## src/rtl/encode164_stream.sv

```systemverilog
// ============================================================================
// encode164_stream : serialises a 16-line request vector into ascending
// 4-bit indices over valid/ready handshakes.            Rev 1.0
// ============================================================================
`default_nettype none

module encode164_stream (
   input  logic        clk,
   input  logic        rst_n,
   input  logic        in_valid,
   output logic        in_ready,
   input  logic [0:15] in_vec,
   output logic        out_valid,
   input  logic        out_ready,
   output logic [0:3]  out_idx,
   output logic        out_last,
   output logic        empty,
   output logic [0:4]  count
);

   typedef enum logic {
      IDLE = 1'b0,
      EMIT = 1'b1
   } state_t;

   state_t      state_q, state_d;
   logic [0:15] pending_q, pending_d;
   logic [0:4]  count_q, count_d;
   logic        empty_q, empty_d;

   logic [0:3]  low_idx;
   logic        one_hot;
   logic [0:4]  in_pop;
   logic        xfer;

   // Lowest set line wins: scanning high-to-low leaves the smallest index.
   always_comb begin
      low_idx = 4'd0;
      for (int k = 15; k >= 0; k--) begin
         if (pending_q[k]) low_idx = 4'(k);
      end
   end

   always_comb begin
      in_pop = 5'd0;
      for (int k = 0; k < 16; k++) begin
         in_pop = in_pop + {4'd0, in_vec[k]};
      end
   end

   assign one_hot   = (pending_q != 16'd0) && ((pending_q & (pending_q - 16'd1)) == 16'd0);
   assign out_valid = (state_q == EMIT);
   assign in_ready  = (state_q == IDLE);
   assign out_idx   = low_idx;
   assign out_last  = out_valid && one_hot;
   assign empty     = empty_q;
   assign count     = count_q;
   assign xfer      = out_valid && out_ready;

   always_comb begin
      state_d   = state_q;
      pending_d = pending_q;
      count_d   = count_q;
      empty_d   = 1'b0;
      case (state_q)
         IDLE: begin
            if (in_valid) begin
               if (in_vec != 16'd0) begin
                  pending_d = in_vec;
                  count_d   = in_pop;
                  state_d   = EMIT;
               end else begin
                  empty_d = 1'b1;
               end
            end
         end
         EMIT: begin
            if (xfer) begin
               pending_d[low_idx] = 1'b0;
               if (one_hot) begin
                  count_d = 5'd0;
                  state_d = IDLE;
               end
            end
         end
         default: state_d = IDLE;
      endcase
   end

   always_ff @(posedge clk or negedge rst_n) begin
      if (!rst_n) begin
         state_q   <= IDLE;
         pending_q <= 16'd0;
         count_q   <= 5'd0;
         empty_q   <= 1'b0;
      end else begin
         state_q   <= state_d;
         pending_q <= pending_d;
         count_q   <= count_d;
         empty_q   <= empty_d;
      end
   end

endmodule

`default_nettype wire

```

## config.mk

```make
export PLATFORM = sky130hd
export DESIGN_NAME = encode164_stream
export DESIGN_NICKNAME = d
export VERILOG_FILES = /design/src/rtl/encode164_stream.sv
export SDC_FILE = /design/constraint.sdc
export NUM_CORES = 1
export LEC_CHECK = 0
export BUFFER_PORTS_ARGS = -buffer_cell sky130_fd_sc_hd__clkbuf_2
export CAP_MARGIN = 20
export CORE_MARGIN = 2
export CORE_UTILIZATION = 61
export CTS_BUF_LIST = sky130_fd_sc_hd__clkbuf_8 sky130_fd_sc_hd__clkbuf_16
export CTS_CLUSTER_DIAMETER = 50
export DETAILED_ROUTE_END_ITERATION = 12
export PLACE_DENSITY_LB_ADDON = 0.15
export SETUP_SLACK_MARGIN = 0.4
export SYNTH_ARGS = -nofsm -noshare
export SYNTH_HDL_FRONTEND = slang
export SYNTH_SLANG_ARGS = --single-unit
```

## constraint.sdc

```tcl
create_clock -name clk -period 4.5 [get_ports clk]
set_clock_uncertainty 0.05 [all_clocks]
set_input_delay 1.35 -clock clk [delete_from_list [all_inputs] [get_ports clk]]
set_output_delay 1.35 -clock clk [all_outputs]
set_load 0.005 [all_outputs]
```

==> results.toml <==
[drt]
first_pass_iters = 5
viasPerCell = 6.42
ant_nets = 0
wl_per_cell_um = 17.7
vias = 1836
first_iter_violations = 175
wl_mm = 5.07
drc_errors = 0

[logic_synthesis]
synth_ff_type = "dfrtp_1"
syn_avg_cell_area_um2 = 8.76
synth-seq-cells = 23
postSynth.asyncResetShare = 1.00
synth_seq_area_share = 0.303
synthXorXnorAreaFrac = 0.00922
synth_compound_area_frac = 0.192
synth_top_area_frac = 0.303
synth_fa_ha_area_frac = 0.150
synth_warnings = 0
synth_cells = 217
synthMuxAreaShare = 0.0369
syn-num-nets = 253
yosys.area_share.simple = 0.223
synth_edf_count = 0
synth_common_cells = "inv_1 (26), nor2_1 (25), dfrtp_1 (23), nand2_1 (16)"
synth_top_family_by_area = "simple AND/OR/NAND/NOR gates"
ys_types = 53
syn_area_um2 = 1900
ys_top_cells_by_area = "dfrtp_1 (30%), fa_1 (11%), inv_1 (5.1%)"
post-synth-top-count-cell = "inv_1"
yosysTopAreaCell = "dfrtp_1"

[clocking]
clock_sinks = 23
worstSkewPairLatency_ps = 260
root_buffer = "clkbuf_8"
clkSlewWorstSetupHoldPaths_ps = 90
tritoncts = "yes"
clock_path_buffers = 2
htree_levels = 1
cts_made_buffers = 3

[timing]
fmax_ghz = 0.229
fin_crit_sh = 0.969
worst_pin_slew_ps = 685
relSlewSlack = 0.540
hold_viol = 0
setup_slack_ps = 138
setup_viol = 0
slew_viol_final = 0
rsz0062_at_grt = "yes"
min_period_ps = 4360

[worst_setup_path]
arrival_ps = 4470
r2r_cells = 6
worstSetupStartpointType = "primary input"
path_cells = "clkbuf_2 > fa_1 > inv_2 > fa_1 > fa_1 > fa_1 > inv_1 > ha_2 > inv_2 > fa_2 > inv_2 > mux2i_1 > nor2_1"
cp.required_ps = 4610
critical_path_buf_inv_count = 5
slowest_stage = "fa_1"
crit_type = "in -> reg"
worst_path_most_repeated_cell = "fa_1"
r2r-end = "pending_q[14]"
reg2reg_from = "pending_q[10]"
crit_fanout = 2
regToRegSetupSlack_ps = 2040
critical-path-top-delay-family = "adder cells"
cpPeakStageDelay_ps = 570
end_kind = "flip-flop"

[pwr]
p_int_w = 0.000585
powerDensity_nw_per_um2 = 480
p_seq_frac = 0.356
leakagePower_nw = 1.00
pwr-share-clk = 0.122
combPwrFrac = 0.522
netSwitchingPower_w = 0.000475
irDropWorstVdd_mv = 0.398
switching_share = 0.448

[global_route]
antenna_found_initial = 0
grt.busiest_layer = "met2"
grt_overflow = 0
grtUsageMet2 = 0.491
grt_util_met1 = 0.434
grt_max_degree = 29
grt_pass1_vias = 1658
use_met3 = 0.0498
grtUsageTotal = 0.308
grt_pass1_wl_mm = 8.08

[layout]
drive_above_1_share = 0.261
area_growth_pct = 16.1
postLayoutCoreUtil = 0.735
fin_cells = 286
fin_area_um2 = 2210
diodes = 0
final_nets = 290

[placement]
gp_congestion = 0.887
place_inst = 282
io_buffers = 32
placed_area_um2 = 2140
place_hpwl_mm = 3.89
dp_slack_ps = -141

[die]
start_util = 0.633
fp.coreArea_um2 = 3000
rows = 20
boundaryPins = 33
die_area_um2 = 3580
die_x_um = 59.8
die_h_um = 59.8

[status]
status = "finished, final reports clean"

[worst_hold_path]
min_to = "count[4]"
hold_path_depth = 2
min_path_type = "reg -> reg"
hold_start = "count[4]"

[flow_run]
drv_cap = 0
-- power by group through the flow --
stage | Sequential [W] | Combinational, W | Clock, W
floorplan | 0.000320 | 0.000396 | 0
global placement | 0.000374 | 0.000482 | 0
detailed placement | 0.000374 | 0.000506 | 0
CTS | 0.000371 | 0.000519 | 0.000130
global route | 0.000384 | 0.000621 | 0.000140
finish | 0.000377 | 0.000553 | 0.000129
-- worst max path at each step --
stage / start / slack (ps) / cells after the start / end
CTS: in_vec[4] / 130 / 13 / count[1]
floorplan: in_vec[10] / 120 / 12 / count[3]
detailed placement: in_vec[4] / -140 / 13 / count[3]
global placement: in_vec[4] / -80 / 13 / count[3]
finish: in_vec[15] / 140 / 13 / count[3]
global route: in_vec[15] / 30 / 15 / count[1]
-- registers in the layout, summed over array words and instances, names as in the netlist --
register	count
pending_q	16
count	5
empty	1
out_valid	1
-- layer usage --
layer	vias to the layer above	wire length, um
met5	-	0
met4	0	116
met3	10	377
met2	108	2470
met1	861	2100
li1	857	-
-- kinds of logic (layout without fill, tap and decap cells) --
logic type      Yosys count  after routing
mux                       7              7
xor+xnor                  2              2
simple gates             79             79
flops                    23             23
fa+ha+maj                17             17
compound gates           51             51
buf+inv                  38             74
-- worst reg2reg max path, stage by stage (launching register included) --
cell       delay (ps)
dfrtp_1           490
inv_1             110
a211oi_1          360
a2111oi_1         170
nor3_1            610
nor3b_1           410
o21ai_0           130
-- area by class of cell --
class | instances | area (um^2)
repair buffers | 43 | 253
clock buffers | 3 | 41.3
clock inverters | 1 | 3.75
well taps | 33 | 41.3
multi-input cells | 156 | 1190
fillers | 239 | 797
flip-flops and latches | 23 | 576
inverters | 27 | 101
-- metrics by stage --
step           hold slack [ps]  setup TNS, ps  power (W)
6_report                   488              0    0.00106
5_1_grt                    529              0    0.00115
4_1_cts                    488              0    0.00102
3_5_place_dp               464           -435   0.000880
3_3_place_gp               460           -144   0.000856
2_1_floorplan              460              0   0.000715
-- cells in the final DEF (no fill, tap or decap), types with 3 or more instances in the layout --
cell type	instances
ha_1	4
clkbuf_8	3
fa_1	9
nand2_1	16
inv_1	22
nor4_2	3
mux2i_1	7
nor2b_1	3
a22oi_1	6
dfrtp_1	23
o311ai_0	3
nor2_1	25
nor3_1	4
o21ai_0	8
buf_4	11
clkbuf_2	31
a21oi_1	8
inv_2	6
nor4_1	10
nand2b_1	3
nand3_1	3
a211oi_1	4
-- what timing repair did --
item | CTS | global route
gates resized for setup | 4 | 5
hold buffers | 0 | 0
setup endpoints to repair | 4 | 4
pin swaps | 2 | 1
setup buffers | 0 | 0
No activity file was read; power rests on OpenSTA's default activity.
